`config.mk`:
```
export PLATFORM = sky130hd
export DESIGN_NAME = chan_array_fifo
export DESIGN_NICKNAME = d
export VERILOG_FILES = /design/src/rtl/chan_array_fifo.sv
export SDC_FILE = /design/constraint.sdc
export NUM_CORES = 1
export LEC_CHECK = 0
export CORE_UTILIZATION = 50
export DETAILED_ROUTE_END_ITERATION = 10
export PLACE_DENSITY_LB_ADDON = 0.08
export SYNTH_ARGS = -nofsm -noshare
export SYNTH_HDL_FRONTEND = slang
export SYNTH_SLANG_ARGS = --single-unit
```
`constraint.sdc`:
```
create_clock -name clk -period 3.6 [get_ports clk]
set_input_delay 0.72 -clock clk [delete_from_list [all_inputs] [get_ports clk]]
set_output_delay 0.72 -clock clk [all_outputs]
set_load 0.05 [all_outputs]
```
`src/rtl/chan_array_fifo.sv`:
```
// -----------------------------------------------------------------------------
// chan_array_fifo
//   Bank of NUM_CH independent FIFOs, each DEPTH entries of WIDTH bits, with
//   show-ahead output and sticky per-channel overflow/underflow flags.
//
// Ports
//   clk      in   clock, all state changes on the rising edge
//   rst      in   synchronous active-high reset
//   push     in   [NUM_CH]      per-channel write request
//   din      in   [WIDTH] x NUM_CH  per-channel write data
//   pop      in   [NUM_CH]      per-channel read request
//   dout     out  [WIDTH] x NUM_CH  head entry of each channel, 0 when empty
//   empty    out  [NUM_CH]      channel holds no entries
//   full     out  [NUM_CH]      channel holds DEPTH entries
//   count    out  [CW] x NUM_CH entries held per channel
//   ovf_err  out  [NUM_CH]      sticky: a push was refused
//   unf_err  out  [NUM_CH]      sticky: a pop hit an empty channel
//   clr_err  in   [NUM_CH]      clears both sticky flags of selected channels
// -----------------------------------------------------------------------------
module chan_array_fifo #(
   parameter int unsigned  NUM_CH = 4,
   parameter int unsigned  WIDTH  = 8,
   parameter int unsigned  DEPTH  = 4,
   localparam int unsigned CW     = $clog2(DEPTH + 1)
) (
   input  logic              clk,
   input  logic              rst,
   input  logic [NUM_CH-1:0] push,
   input  logic [WIDTH-1:0]  din     [NUM_CH],
   input  logic [NUM_CH-1:0] pop,
   output logic [WIDTH-1:0]  dout    [NUM_CH],
   output logic [NUM_CH-1:0] empty,
   output logic [NUM_CH-1:0] full,
   output logic [CW-1:0]     count   [NUM_CH],
   output logic [NUM_CH-1:0] ovf_err,
   output logic [NUM_CH-1:0] unf_err,
   input  logic [NUM_CH-1:0] clr_err
);

   localparam int unsigned PW = $clog2(DEPTH);

   for (genvar g = 0; g < NUM_CH; g++) begin : g_ch
      logic [WIDTH-1:0] r_mem [DEPTH];
      logic [PW-1:0]    r_rd_ptr;
      logic [PW-1:0]    r_wr_ptr;
      logic [CW-1:0]    r_count;
      logic             r_ovf;
      logic             r_unf;

      logic [CW-1:0]    w_count_nxt;
      logic             w_ovf_nxt;
      logic             w_unf_nxt;
      logic             w_empty;
      logic             w_full;
      logic             w_pop_acc;
      logic             w_push_acc;
      logic             w_ovf_evt;
      logic             w_unf_evt;

      // Status comes only from the registered count, so no input reaches an output.
      assign w_empty = (r_count == '0);
      assign w_full  = (r_count == CW'(DEPTH));

      // A same-cycle pop frees a slot on a full channel; an empty channel never
      // forwards a same-cycle push to a pop.
      assign w_pop_acc  = pop[g] & ~w_empty;
      assign w_push_acc = push[g] & (~w_full | w_pop_acc);
      assign w_ovf_evt  = push[g] & w_full & ~w_pop_acc;
      assign w_unf_evt  = pop[g] & w_empty;

      always_comb begin
         w_count_nxt = r_count;
         if (w_push_acc && !w_pop_acc) begin
            w_count_nxt = r_count + CW'(1);
         end else if (w_pop_acc && !w_push_acc) begin
            w_count_nxt = r_count - CW'(1);
         end
      end

      // A new error event wins over a clear in the same cycle.
      always_comb begin
         w_ovf_nxt = r_ovf;
         w_unf_nxt = r_unf;
         if (clr_err[g]) begin
            w_ovf_nxt = 1'b0;
            w_unf_nxt = 1'b0;
         end
         if (w_ovf_evt) begin
            w_ovf_nxt = 1'b1;
         end
         if (w_unf_evt) begin
            w_unf_nxt = 1'b1;
         end
      end

      always_ff @(posedge clk) begin
         if (rst) begin
            r_rd_ptr <= '0;
            r_wr_ptr <= '0;
            r_count  <= '0;
            r_ovf    <= 1'b0;
            r_unf    <= 1'b0;
         end else begin
            r_count <= w_count_nxt;
            r_ovf   <= w_ovf_nxt;
            r_unf   <= w_unf_nxt;
            // DEPTH is a power of two, so pointers wrap naturally.
            if (w_push_acc) begin
               r_wr_ptr <= r_wr_ptr + PW'(1);
            end
            if (w_pop_acc) begin
               r_rd_ptr <= r_rd_ptr + PW'(1);
            end
         end
      end

      // Storage is not reset; entries are only visible once counted.
      always_ff @(posedge clk) begin
         if (w_push_acc) begin
            r_mem[r_wr_ptr] <= din[g];
         end
      end

      assign dout[g]    = w_empty ? '0 : r_mem[r_rd_ptr];
      assign count[g]   = r_count;
      assign empty[g]   = w_empty;
      assign full[g]    = w_full;
      assign ovf_err[g] = r_ovf;
      assign unf_err[g] = r_unf;
   end

endmodule

```
==> results.json, run 1 <==
{
  "outcome": "finished, final reports clean",
  "cp_data_arrival_time_ns": 2.51,
  "cts_made_buffers": 17,
  "relSlewSlack_pct": 43.8,
  "synth_area_leader_cell": "edfxtp_1",
  "critPathBufInv": 1,
  "first_global_vias": 3908,
  "wire_per_inst_um": 16.2,
  "gp_congestion": 0.726,
  "place_inst": 705,
  "crit_family": "buffers and inverters",
  "reg2reg_slack_ns": 1.31,
  "grt_max_degree": 49,
  "critPathCapture": "dout[3]",
  "layout.nets": 614,
  "synth_cell_types": 26,
  "synth_top_area_share_pct": 53.4,
  "detail_route.vias_per_cell": 5.21,
  "synth-seq-cells": 172,
  "hold_class": "reg2reg",
  "drtPass1Iterations": 4,
  "max_cap_viol_count": 0,
  "holdBufCountCts": 0,
  "cts_sinks": 172,
  "worstPathMaxFanout": 8,
  "core-area_mm2": 0.0139,
  "fmax_ghz": 0.309,
  "report.final.setup_viol": 0,
  "whs_ns": 0.490,
  "yosys-top-cells-area": "edfxtp_1 53%, dfxtp_1 12%, mux4_2 10%",
  "clk_latency_ns": 0.41,
  "ioPinCount": 106,
  "root_buffer": "clkbuf_16",
  "met1_length_um": 5270,
  "crit_chain": "mux4_2 > nor2b_1 > clkdlybuf4s50_1",
  "dpl.hpwl_um": 8100,
  "grt-ovfl-total": 0,
  "cts_resized": 0,
  "power-per-cell-area_mw_per_mm2": 863,
  "ff2ff_path_depth": 8,
  "cts_tree": "yes",
  "num_vias": 3838,
  "grt_setup_unrepaired": "false",
  "layout.cells.most_common_list": "128 x edfxtp_1, 104 x clkdlybuf4s50_1, 44 x dfxtp_1",
  "num_rows": 43,
  "final_area_mm2": 0.00883,
  "worstMarginPinSlew_ns": 0.844,
  "detail-route-antenna-nets": 0,
  "cts_buffer_depth": 2,
  "r2r_end": "g_ch[3].r_count[2]$_SDFFE_PP0P_",
  "syn_area_mm2": 0.00720,
  "p_sw_mw": 3.00,
  "yosys_warnings": 0,
  "worstPathRequired_ns": 2.88,
  "post-route-period-util_pct": 89.8,
  "swShare_pct": 39.4,
  "start_util_pct": 51.6,
  "io_buffers": 105,
  "chipHeight_um": 122,
  "rr_startpoint": "g_ch[3].r_count[0]$_SDFFE_PP0P_",
  "route.met3.wl_um": 585,
  "fp.dieW_um": 122,
  "syn2layout_area_growth_pct": 22.7,
  "critical_path_class": "reg2out",
  "end_kind": "primary output",
  "critPathMaxStageDelay_ns": 0.70,
  "wl_um": 12000,
  "routed-wl-met2_um": 5980,
  "antenna_found_initial": 0,
  "final_cell_count_no_fill": 737,
  "antenna_cells": 0,
  "worst-path-stages": 3,
  "layout-drive-gt1-share_pct": 13.8,
  "yosysSeqAreaShare_pct": 65.6,
  "postCtsSetupBuffers": 0,
  "netlist_instances": 449,
  "grt_pass1_wl_um": 19300,
  "placed_cell_area_mm2": 0.00829,
  "highest_layer": "met4",
  "fp.dieArea_mm2": 0.0149,
  "grt_usage_pct": 17.3,
  "clock_skew_ns": 0.00740,
  "drtIter0Drc": 147,
  "final_common_cell": "edfxtp_1",
  "htreeDepth": 4,
  "fillers": 1045,
  "leakage_nw": 3.08,
  "clkPwrFrac_pct": 21.7,
  "p_seq_share_pct": 35.5,
  "power.internal_mw": 4.62,
  "crit_path_start_kind": "flop",
  "comb_power_share_pct": 42.8,
  "syn_nets": 519,
  "slew_violations": 0,
  "irDropWorstVdd_uv": 396,
  "slowest_stage": "clkdlybuf4s50_1",
  "clk_pin_slew_ns": 0.06,
  "final.setup.tns_ns": 0,
  "syn_avg_cell_area_um2": 16.0,
  "hold_violations": 0,
  "drc_errors": 0,
  "period_minus_slack_ns": 3.23
}
-- through the flow --
| step | utilization [%] | total power, mW | setup WS (ns) |
|---|---|---|---|
| 6_report | 63.4 | 7.63 | 0.366 |
| 5_1_grt | 63.4 | 7.99 | 0.200 |
| 4_1_cts | 63.4 | 7.71 | 0.295 |
| 3_5_place_dp | 59.5 | 6.05 | 0.616 |
| 3_3_place_gp | 59.5 | 6.00 | 0.734 |
| 2_1_floorplan | - | 5.11 | 1.05 |
-- worst min-delay path by stage --
stage,from,endpoint,slack [ns],cells after the start
2_1_floorplan,g_ch[0].r_ovf$_SDFFE_PP0P_,g_ch[0].r_ovf$_SDFFE_PP0P_,0.45,2
3_5_place_dp,g_ch[0].r_ovf$_SDFFE_PP0P_,g_ch[0].r_ovf$_SDFFE_PP0P_,0.49,2
3_3_place_gp,g_ch[0].r_rd_ptr[1]$_SDFFE_PP0N_,g_ch[0].r_rd_ptr[1]$_SDFFE_PP0N_,0.47,2
5_1_grt,g_ch[0].r_rd_ptr[1]$_SDFFE_PP0N_,g_ch[0].r_rd_ptr[1]$_SDFFE_PP0N_,0.52,2
6_report,g_ch[3].r_rd_ptr[1]$_SDFFE_PP0N_,g_ch[3].r_rd_ptr[1]$_SDFFE_PP0N_,0.49,2
4_1_cts,g_ch[3].r_rd_ptr[1]$_SDFFE_PP0N_,g_ch[3].r_rd_ptr[1]$_SDFFE_PP0N_,0.49,2
-- cell usage after synthesis --
library cell / instances
edfxtp_1: 128
dfxtp_1: 44
nor2b_1: 36
mux4_2: 32
nor2_1: 32
buf_4: 20
ha_1: 20
inv_1: 20
and2_1: 16
a21oi_1: 12
xor2_1: 12
mux2i_1: 8
nand2b_1: 8
o21ai_0: 8
or3_1: 8
buf_2: 5
clkbuf_1: 5
a21boi_4: 4
a32oi_1: 4
fa_1: 4
mux2_4: 4
nand2_1: 4
nor3_1: 4
nor3b_4: 4
o31ai_1: 4
buf_1: 3
-- power groups by stage --
stage	Sequential [mW]	Clock, mW	Combinational, mW
floorplan	2.80	0	2.31
detailed placement	2.76	0	3.29
global route	2.76	1.77	3.46
finish	2.71	1.66	3.26
global placement	2.75	0	3.25
CTS	2.72	1.69	3.30
-- per-layer routing --
metal	up-vias	track usage, %
met2	109	28.1
met4	0	6.71
met3	9	4.26
met5	-	0
li1	1817	-
met1	1903	22.3
-- final cells by class --
type / instances / area, um^2 / share of cell area [%]
Clock inverter: 11 / 97.6 / 1.11
Multi-Input combinational cell: 224 / 2190 / 24.8
Tap cell: 180 / 225 / 2.55
Inverter: 20 / 75.1 / 0.850
Sequential cell: 172 / 4720 / 53.5
Timing Repair Buffer: 109 / 1080 / 12.2
Clock buffer: 21 / 440 / 4.99
-- logic make-up after synthesis --
family / count (synthesis) / share of synthesized area [%]
mux: 44 / 12.0
xor+xnor: 12 / 1.46
compound gates: 32 / 3.34
fa+ha+maj: 24 / 4.59
simple gates: 112 / 9.11
flops: 172 / 65.6
buf+inv: 53 / 3.89
-- tightest hold or removal path, stage by stage, from the launching register on --
cell and delay (ns):
dfxtp_1 0.30, o21ai_0 0.07, a21oi_1 0.07
-- sequential cells by signal, summed over array words and instances, names as in the netlist, named ones only --
register       count
g_ch.r_unf         4
g_ch.r_rd_ptr      8
g_ch.r_mem       128
g_ch.r_ovf         4
g_ch.r_count      12
g_ch.r_wr_ptr      8
Power figures use the tool's default switching activity.
==> run 2: changes to the inputs <==
--- a/config.mk
+++ b/config.mk
@@ -5,6 +5,7 @@
 export SDC_FILE = /design/constraint.sdc
 export NUM_CORES = 1
 export LEC_CHECK = 0
+export ABC_AREA = 0
 export CORE_UTILIZATION = 50
 export DETAILED_ROUTE_END_ITERATION = 10
 export PLACE_DENSITY_LB_ADDON = 0.08
==> constraint.sdc (replaced) <==
create_clock -name clk -period 4 [get_ports clk]
set_input_delay 0.8 -clock clk [delete_from_list [all_inputs] [get_ports clk]]
set_output_delay 0.8 -clock clk [all_outputs]
set_load 0.05 [all_outputs]
==> results.json, run 2 (synthesis results as in run 1) <==
{
  "outcome": "finished, final reports clean",
  "reg_top3": "g_ch.r_mem: 128 flops, g_ch.r_count: 12 flops",
  "clkPwrFrac_pct": 23.2,
  "report.final.setup_viol": 0,
  "comb_power_share_pct": 41.9,
  "fmax_ghz": 0.302,
  "final_common_cell": "edfxtp_1",
  "layout-drive-gt1-share_pct": 14.0,
  "p_seq_share_pct": 34.9,
  "wl_um": 11800,
  "start_util_pct": 51.6,
  "grt_usage_pct": 17.1,
  "holdBufCountCts": 0,
  "chipHeight_um": 122,
  "leakage_nw": 3.13,
  "layout.nets": 614,
  "num_rows": 43,
  "end_kind": "primary output",
  "multiInputGateArea_mm2": 0.00219,
  "fillers": 1036,
  "power.internal_mw": 4.30,
  "fp.dieW_um": 122,
  "ff2ff_path_depth": 8,
  "antenna_cells": 0,
  "cts_made_buffers": 17,
  "dpl.hpwl_um": 7890,
  "top_register": "g_ch.r_mem",
  "irDropWorstVdd_uv": 419,
  "slew_violations": 0,
  "clk_pin_slew_ns": 0.06,
  "root_buffer": "clkbuf_16",
  "io_buffers": 105,
  "p_sw_mw": 2.67,
  "grt_pass1_wl_um": 19100,
  "period_minus_slack_ns": 3.31,
  "placed_cell_area_mm2": 0.00829,
  "drtPass1Iterations": 4,
  "cts_sinks": 172,
  "whs_ns": 0.491,
  "clk_latency_ns": 0.41,
  "worstPathRequired_ns": 3.20,
  "drtIter0Drc": 234,
  "hold_class": "reg2reg",
  "gp_congestion": 0.727,
  "num_vias": 3853,
  "wire_per_inst_um": 16.1,
  "worstPathMaxFanout": 8,
  "power-per-cell-area_mw_per_mm2": 784,
  "crit_path_start_kind": "flop",
  "detail-route-antenna-nets": 0,
  "htreeDepth": 4,
  "max_cap_viol_count": 0,
  "clock_skew_ns": 0.00549,
  "drc_errors": 0,
  "cts_buffer_depth": 2,
  "grt_setup_unrepaired": "false",
  "cts_tree": "yes",
  "critical_path_class": "reg2out",
  "cp_data_arrival_time_ns": 2.51,
  "relSlewSlack_pct": 44.8,
  "first_global_vias": 3863,
  "syn2layout_area_growth_pct": 23.6,
  "grt-ovfl-total": 0,
  "cts_resized": 0,
  "worstMarginPinSlew_ns": 0.828,
  "layout.cells.most_common_list": "128 x edfxtp_1, 104 x clkdlybuf4s50_1, 44 x dfxtp_1",
  "detail_route.vias_per_cell": 5.23,
  "final_area_mm2": 0.00890,
  "seqCellArea_mm2": 0.00472,
  "post-route-period-util_pct": 82.7,
  "largest_reg_flops": 128,
  "grt_max_degree": 49,
  "hold_violations": 0,
  "final.setup.tns_ns": 0,
  "core-area_mm2": 0.0139,
  "postCtsSetupBuffers": 0,
  "hold-path-cell-count": 2,
  "swShare_pct": 38.3,
  "ioPinCount": 106,
  "antenna_found_initial": 0,
  "fp.dieArea_mm2": 0.0149
}
[run 2: cell types whose count changed in the layout (fill, tap and decap cells not counted), moves of 2 or more]
cell | previous run | this run
inv_4 | 0 | 2
clkinv_2 | 4 | 1
clkinv_4 | 2 | 0
clkbuf_8 | 0 | 5
clkbuf_16 | 17 | 20
clkinvlp_4 | 4 | 0
[run 2: critical path: stages, from the launching register on]
cell,delay [ns]
dfxtp_1,0.67
mux4_2,0.57
nor2b_1,0.16
clkdlybuf4s50_1,0.70
[run 2: cell type report]
class / count / share of cell area [%]
clock inverters: 3 / 0.197
repair buffers: 109 / 12.1
flip-flops and latches: 172 / 53.1
clock buffers: 29 / 6.61
well taps: 180 / 2.53
multi-input cells: 224 / 24.6
inverters: 20 / 0.844
[run 2: worst paths after layout]
path                                         start                          endpoint  slack [ns]
setup / recovery                              flop                           dout[3]        0.69
hold / removal    g_ch[3].r_rd_ptr[1]$_SDFFE_PP0N_  g_ch[3].r_rd_ptr[1]$_SDFFE_PP0N_        0.49
setup reg to reg   g_ch[3].r_count[0]$_SDFFE_PP0P_   g_ch[3].r_count[2]$_SDFFE_PP0P_        1.75
hold reg to reg   g_ch[3].r_rd_ptr[1]$_SDFFE_PP0N_  g_ch[3].r_rd_ptr[1]$_SDFFE_PP0N_        0.49
[run 2: metal layers]
metal | share of wire (%) | GRT usage, % | vias up
met5 | 0 | 0 | -
met4 | 1.3 | 6.94 | 0
met3 | 4.1 | 3.56 | 13
met2 | 51 | 28.6 | 86
met1 | 44 | 21.8 | 1945
li1 | - | - | 1809
[run 2: through the flow]
stage / instances / power, mW / utilization, % / worst slack [ns]
after global placement: 705 / 5.40 / 59.5 / 1.05
after floorplan: 449 / 4.60 / - / 1.37
after global routing: 737 / 7.32 / 63.9 / 0.548
after CTS: 737 / 7.07 / 63.9 / 0.615
final: 737 / 6.98 / 63.9 / 0.694
after detailed placement: 705 / 5.43 / 59.5 / 0.934
[run 2: power by group through the flow]
stage | combinational, mW | clock (mW) | sequential, mW
5_1_grt | 3.11 | 1.72 | 2.48
6_report | 2.92 | 1.62 | 2.44
2_1_floorplan | 2.08 | 0 | 2.52
3_5_place_dp | 2.95 | 0 | 2.48
3_3_place_gp | 2.92 | 0 | 2.47
4_1_cts | 2.97 | 1.65 | 2.45
